## src/rtl/hex_display_pkg.sv

```systemverilog
// Shared constants and types for the hex display controller: the nibble type,
// the blank pattern and the active-low 7-segment lookup table (bit 0 = segment a).
package hex_display_pkg;

  typedef logic [3:0] nibble_t;

  localparam logic [6:0] SEG_BLANK = 7'b1111111;

  // Entry k holds the active-low pattern for hex value k, packed F down to 0.
  localparam logic [15:0][6:0] SEG_LUT = {
    7'b0001110,  // F
    7'b0000110,  // E
    7'b0100001,  // d
    7'b1000110,  // C
    7'b0000011,  // b
    7'b0001000,  // A
    7'b0010000,  // 9
    7'b0000000,  // 8
    7'b1111000,  // 7
    7'b0000010,  // 6
    7'b0010010,  // 5
    7'b0011001,  // 4
    7'b0110000,  // 3
    7'b0100100,  // 2
    7'b1111001,  // 1
    7'b1000000   // 0
  };

endpackage

```

## src/rtl/seg7_hex_decode.sv

```systemverilog
// Combinational hex-to-7-segment decoder; output is active-low with bit 0 = segment a.
module seg7_hex_decode
  import hex_display_pkg::*;
(
  input  nibble_t    digit,
  input  logic       unused_tie,
  output logic [6:0] seg
);

  assign seg = SEG_LUT[digit];

endmodule

```

## src/rtl/hex_display_ctrl.sv

```systemverilog
// Multi-digit 7-segment display controller with masked digit writes, leading-zero
// blanking, display enable and registered outputs. Blinking is built only when
// HEX_DISPLAY_BLINK_EN is defined; otherwise no blink state exists and the phase reads 0.
module hex_display_ctrl
  import hex_display_pkg::*;
#(
  parameter int NUM_DIGITS   = 8,
  parameter int BLINK_CYCLES = 25_000_000
) (
  input  logic                    i_clk,
  input  logic                    i_rst_n,
  input  logic                    i_wr_en,
  input  logic [NUM_DIGITS-1:0]   i_wr_mask,
  input  logic [4*NUM_DIGITS-1:0] i_wr_data,
  input  logic                    i_blink_we,
  input  logic [NUM_DIGITS-1:0]   i_blink_mask,
  input  logic                    i_lzb,
  input  logic                    i_disp_en,
  output logic [7*NUM_DIGITS-1:0] o_seg,
  output logic                    o_blink_phase
);

  nibble_t                 digit_q [NUM_DIGITS];
  logic [6:0]              dec_seg [NUM_DIGITS];
  logic [NUM_DIGITS-1:0]   blink_off;
  logic [7*NUM_DIGITS-1:0] seg_next;
  logic                    zero_run;

  always_ff @(posedge i_clk or negedge i_rst_n) begin
    if (!i_rst_n) begin
      for (int k = 0; k < NUM_DIGITS; k++) digit_q[k] <= 4'h0;
    end else if (i_wr_en) begin
      for (int k = 0; k < NUM_DIGITS; k++) begin
        if (i_wr_mask[k]) digit_q[k] <= i_wr_data[4*k +: 4];
      end
    end
  end

  for (genvar g = 0; g < NUM_DIGITS; g++) begin : g_dec
    seg7_hex_decode u_dec (
      .digit      (digit_q[g]),
      .unused_tie (1'b0),
      .seg        (dec_seg[g])
    );
  end

`ifdef HEX_DISPLAY_BLINK_EN
  localparam int CNT_W = (BLINK_CYCLES > 2) ? $clog2(BLINK_CYCLES) : 1;

  logic [CNT_W-1:0]      blink_cnt;
  logic                  blink_phase;
  logic [NUM_DIGITS-1:0] blink_mask_q;

  // The mask load deliberately leaves the counter and phase alone.
  always_ff @(posedge i_clk or negedge i_rst_n) begin
    if (!i_rst_n) begin
      blink_cnt    <= '0;
      blink_phase  <= 1'b0;
      blink_mask_q <= '0;
    end else begin
      if (blink_cnt == CNT_W'(BLINK_CYCLES - 1)) begin
        blink_cnt   <= '0;
        blink_phase <= ~blink_phase;
      end else begin
        blink_cnt <= blink_cnt + 1'b1;
      end
      if (i_blink_we) blink_mask_q <= i_blink_mask;
    end
  end

  assign blink_off     = blink_phase ? blink_mask_q : '0;
  assign o_blink_phase = blink_phase;
`else
  logic unused_blink;

  assign unused_blink  = ^{i_blink_we, i_blink_mask, BLINK_CYCLES[0]};
  assign blink_off     = '0;
  assign o_blink_phase = 1'b0;
`endif

  // Walk from the most significant digit down; zero_run stays set while every
  // digit seen so far is zero. Digit 0 is exempt so a zero value still shows "0".
  always_comb begin
    seg_next = '1;
    zero_run = 1'b1;
    for (int k = NUM_DIGITS - 1; k >= 0; k--) begin
      zero_run = zero_run && (digit_q[k] == 4'h0);
      if (!i_disp_en || (i_lzb && zero_run && (k != 0)) || blink_off[k])
        seg_next[7*k +: 7] = SEG_BLANK;
      else
        seg_next[7*k +: 7] = dec_seg[k];
    end
  end

  always_ff @(posedge i_clk or negedge i_rst_n) begin
    if (!i_rst_n) o_seg <= '1;
    else          o_seg <= seg_next;
  end

endmodule

```

## config.mk

```make
export PLATFORM = sky130hd
export DESIGN_NAME = hex_display_ctrl
export DESIGN_NICKNAME = d
export VERILOG_FILES = /design/src/rtl/hex_display_pkg.sv /design/src/rtl/seg7_hex_decode.sv /design/src/rtl/hex_display_ctrl.sv
export SDC_FILE = /design/constraint.sdc
export NUM_CORES = 1
export LEC_CHECK = 0
export ABC_AREA = 1
export ABC_CLOCK_PERIOD_IN_PS = 1700
export CORE_UTILIZATION = 44
export CTS_BUF_LIST = sky130_fd_sc_hd__clkbuf_16
export DETAILED_ROUTE_END_ITERATION = 8
export PLACE_DENSITY = 0.75
export SLEW_MARGIN = 40
export SYNTH_ARGS = -nofsm -noshare
export SYNTH_HDL_FRONTEND = slang
export SYNTH_SLANG_ARGS = --single-unit
```

## constraint.sdc

```tcl
create_clock -name i_clk -period 1.7 [get_ports i_clk]
set_clock_uncertainty 0.05 [all_clocks]
set_input_delay 0.17 -clock i_clk [delete_from_list [all_inputs] [get_ports i_clk]]
set_output_delay 0.17 -clock i_clk [all_outputs]
set_load 0.02 [all_outputs]
```

==> impl_results.md <==
* Most used DFF post-synth: sky130_fd_sc_hd__dfstp_2
* Grt met1 use at 24.74%
* Post-synthesis sequential element count at 88
* Post-synth design cell area at 0.004646 mm2
* Final setup violation count at 0
* Clock tree sinks at 88
* Die outline width at 104.8 um
* Area of the die at 0.01097 mm2
* Yosys Warn Count at 0
* RSZ-0062 raised after global routing: true
* Number of iterations in the first detailed-routing pass at 6
* Sort of element at the start of the critical path: flop
* Remaining design rule violation count at 0
* Total grt overflow at 0
* Cell type group with the largest total delay on the critical path: buffers and inverters
* # port buffers at 100
* Period minus WS final at 1.671 ns
* Antenna diode instance count at 0
* Maximum capacitance violations at 0
* Placeable core area at 0.01028 mm2
* TNS Setup at 0 ns
* Pins Over Slew Limit at 0
* Static Leakage at between 3 and 4 nW
* Fmax at 598.5 MHz
* Share of final-layout standard cells stronger than drive strength 1 at 20.31%
* Crit Path Class: flop to output pin
* Final number of hold-violating endpoints at 0
* Maximum VDD drop at about 0.64 mV
* Deepest clock path buffer count at 2
* DRC marker count from the first detailed-route iteration at 223
* Run status: complete, no violations
* Proportion of synthesized chip area in sequential cells at 48.91%
* Placer congestion estimate at 0.9715
* Clk Latency, worst-skew pair at approximately 0.33 ns
* Standard-cell rows at 37
* Highest fanout seen on the critical path at 1
* Buffering stage count on the worst path with inverters included at 1
* Detailed Route WL at 10350 um
* CTS tree: done
* Most utilized layer in the global route result: met2
* Pwr per Cell Area at 1076 mW/mm2
* Cell at the root of the clock tree: sky130_fd_sc_hd__clkbuf_16
* Global routing met3 resource utilization at 3.805%
* Mean Syn Cell Area at ~8.9 um2
* Detailed placer's ending HPWL at 7648 um
* Growth of design area from synthesis to finish at 37.60%
* Synth cell types at 38
* Combined global-route utilization of all metal layers at 19.19%
* Slowest stage cell on the critical path: sky130_fd_sc_hd__clkdlybuf4s50_1
* Number of enable flip-flop cells after synthesis at 0
* Number of global-route vias before repair at 3867
* Number of top-level pins at 111
* First-pass GRT wire length at 17200 um
* Clock transition at the registers of the reported paths at ~0.060 ns
* Pin count of the biggest net entering global routing at 40
* Final worst path period share at 98.29%
* Number of antenna violations at the first check in global routing at 0
* WL/cell at 13.08 um
* Total number of vias at between 4000 and 5000
* Ordered cell list for the critical path: clkdlybuf4s50_1
* Synthesized instance count at 522
* Data arrival, critical path at 1.45 ns
* Post-route standard cell area excluding fillers at 0.006392 mm2
* Share of the core filled with cells in the final layout at between 60 and 70%
* Inserted Clock Buffers at 9
* Syn Nets at 618
* Placed cell area at around 0.0059 mm2
* Layout Cells excl Fill at around 790
* Async S/R FF share, synth at 100.0%
* Final-layout worst hold slack at 0.3111 ns
* Number of instances in the placed design at 766
* Required time of the critical path at between 1 and 1.5 ns
* Slowest Stage Delay on Critical Path at ~0.60 ns
* Via density per instance at a little over 5
* # H-tree levels at 3
* Effective utilization at floorplan at 45.20%
* GR Layer Usage met2 at 33.21%
* Die H at about 100 um
* Worst hold-check path type: input port to async pin
* Routed Antenna Nets at 0
* Crit path capture type: output pin
* Final layout net count at ~750
-- cell usage after synthesis, types with 2 or more instances --
master	count	share of area, %
sky130_fd_sc_hd__o2111ai_1	6	1.1
sky130_fd_sc_hd__o21ai_0	20	2.2
sky130_fd_sc_hd__clkinv_1	2	0.16
sky130_fd_sc_hd__ha_1	42	11
sky130_fd_sc_hd__o211ai_1	13	2.1
sky130_fd_sc_hd__buf_2	2	0.22
sky130_fd_sc_hd__nor3_1	4	0.43
sky130_fd_sc_hd__a211oi_1	3	0.48
sky130_fd_sc_hd__a21oi_1	55	5.9
sky130_fd_sc_hd__nand2_1	97	7.8
sky130_fd_sc_hd__nand3_1	24	2.6
sky130_fd_sc_hd__nand2_2	2	0.27
sky130_fd_sc_hd__buf_4	2	0.32
sky130_fd_sc_hd__inv_1	55	4.4
sky130_fd_sc_hd__nor2_1	63	5.1
sky130_fd_sc_hd__a31oi_1	3	0.40
sky130_fd_sc_hd__o22ai_1	7	0.94
sky130_fd_sc_hd__dfrtp_1	32	17
sky130_fd_sc_hd__o311ai_0	2	0.38
sky130_fd_sc_hd__dfstp_2	56	32
sky130_fd_sc_hd__o221ai_1	4	0.75
sky130_fd_sc_hd__nand2_4	2	0.48
sky130_fd_sc_hd__inv_2	4	0.32
sky130_fd_sc_hd__nand3_4	2	0.75
sky130_fd_sc_hd__clkbuf_1	7	0.57
-- what timing repair did --
action                                  4_1_cts  5_1_grt
hold buffers                                  1        0
resized for setup                             2       33
endpoints found under the setup margin        2       30
buffers inserted                              0        8
pin swaps                                     0       14
endpoints found under the hold margin         9        0
-- cell families (layout without fill, tap and decap cells) --
family / count (synthesis) / count (layout) / share of synthesized area, %
and+or+nand+nor: 200 / 200 / 18.40
AOI/OAI and AO/OA: 117 / 117 / 15.03
DFF: 88 / 88 / 48.91
buffers and inverters: 74 / 207 / 6.275
adders and majority gates: 42 / 42 / 11.31
other: 1 / 1 / 0.08072
-- worst reg2reg max path, cell delays in order (launching register included) --
cell	delay, ns
sky130_fd_sc_hd__dfrtp_1	0.39
sky130_fd_sc_hd__inv_2	0.09
sky130_fd_sc_hd__ha_4	0.15
sky130_fd_sc_hd__nand2_1	0.07
sky130_fd_sc_hd__nor2_2	0.09
sky130_fd_sc_hd__nand2_2	0.07
sky130_fd_sc_hd__nand2_4	0.11
sky130_fd_sc_hd__nand3_4	0.09
sky130_fd_sc_hd__nor2_4	0.21
sky130_fd_sc_hd__nand3_4	0.17
sky130_fd_sc_hd__nand2_1	0.12
-- final cells by class --
type / count / area [um2]
clock buffer: 9 / 225.2
clock inverter: 7 / 70.07
fill: 860 / 3885
inverter: 63 / 240.2
multi-input combinational: 360 / 2155
sequential: 88 / 2276
tap: 136 / 170.2
timing repair buffer: 128 / 1256
-- flip-flops by register name, indices dropped and copies added (netlist names) --
name,flops
digit_q,32
o_seg,56
-- where the power goes --
| group | internal [W] | switching [W] |
|---|---|---|
| clock network | 0.00114 | 0.000805 |
| logic | 0.000950 | 0.00117 |
| registers | 0.00261 | 0.000209 |
-- routing by layer --
layer  up-vias  wire [um]  part of all wire (%)
li1       1996          -                     -
met5         -          0                     0
met1      1899       4535                    44
met3        12        631                   6.1
met2       152       5054                    49
met4         0        126                   1.2
-- metrics by stage --
step | worst slack (ns) | power (W)
2_1_floorplan | 0.1055 | 0.003979
3_3_place_gp | 0.05187 | 0.004835
3_5_place_dp | 0.02248 | 0.004890
4_1_cts | 0.0009146 | 0.006851
5_1_grt | -0.07448 | 0.007254
6_report | 0.02910 | 0.006879
-- path summary, 6_finish.rpt --
check                                  start           to  slack [ns]  cells after the start
worst max-delay path               o_seg[26]    o_seg[26]        0.03                      1
worst min-delay path                 i_rst_n   digit_q[2]        0.31                      2
worst max register to register    digit_q[5]     o_seg[9]        0.05                     10
worst min register to register   digit_q[15]    o_seg[28]        0.53                      2
max in group asynchronous            i_rst_n    o_seg[37]        0.67                      3
min in group i_clk              i_wr_data[3]  digit_q[31]        0.36                      3
-- layout by cell type, fill, tap and decap left out, types with 2 or more instances in the layout --
| master | n |
|---|---|
| sky130_fd_sc_hd__nand2_4 | 4 |
| sky130_fd_sc_hd__ha_4 | 3 |
| sky130_fd_sc_hd__dlygate4sd2_1 | 2 |
| sky130_fd_sc_hd__clkinv_2 | 3 |
| sky130_fd_sc_hd__o211ai_1 | 13 |
| sky130_fd_sc_hd__clkdlybuf4s50_1 | 88 |
| sky130_fd_sc_hd__o21ai_0 | 20 |
| sky130_fd_sc_hd__buf_12 | 2 |
| sky130_fd_sc_hd__inv_2 | 8 |
| sky130_fd_sc_hd__dfrtp_1 | 29 |
| sky130_fd_sc_hd__a21oi_1 | 55 |
| sky130_fd_sc_hd__o2111ai_1 | 6 |
| sky130_fd_sc_hd__inv_6 | 2 |
| sky130_fd_sc_hd__nor2_4 | 2 |
| sky130_fd_sc_hd__nand2_2 | 7 |
| sky130_fd_sc_hd__a211oi_1 | 3 |
| sky130_fd_sc_hd__buf_4 | 26 |
| sky130_fd_sc_hd__dfrtp_2 | 3 |
| sky130_fd_sc_hd__ha_1 | 39 |
| sky130_fd_sc_hd__o311ai_0 | 2 |
| sky130_fd_sc_hd__nor3_1 | 4 |
| sky130_fd_sc_hd__nand2_1 | 90 |
| sky130_fd_sc_hd__dlymetal6s2s_1 | 9 |
| sky130_fd_sc_hd__o221ai_1 | 4 |
| sky130_fd_sc_hd__o22ai_1 | 7 |
| sky130_fd_sc_hd__inv_1 | 51 |
| sky130_fd_sc_hd__clkinv_1 | 3 |
| sky130_fd_sc_hd__a31oi_1 | 3 |
| sky130_fd_sc_hd__nand3_1 | 24 |
| sky130_fd_sc_hd__nand3_4 | 2 |
| sky130_fd_sc_hd__dfstp_2 | 56 |
| sky130_fd_sc_hd__nor2_1 | 62 |
| sky130_fd_sc_hd__clkbuf_16 | 9 |
(Power assumes the default switching activity.)
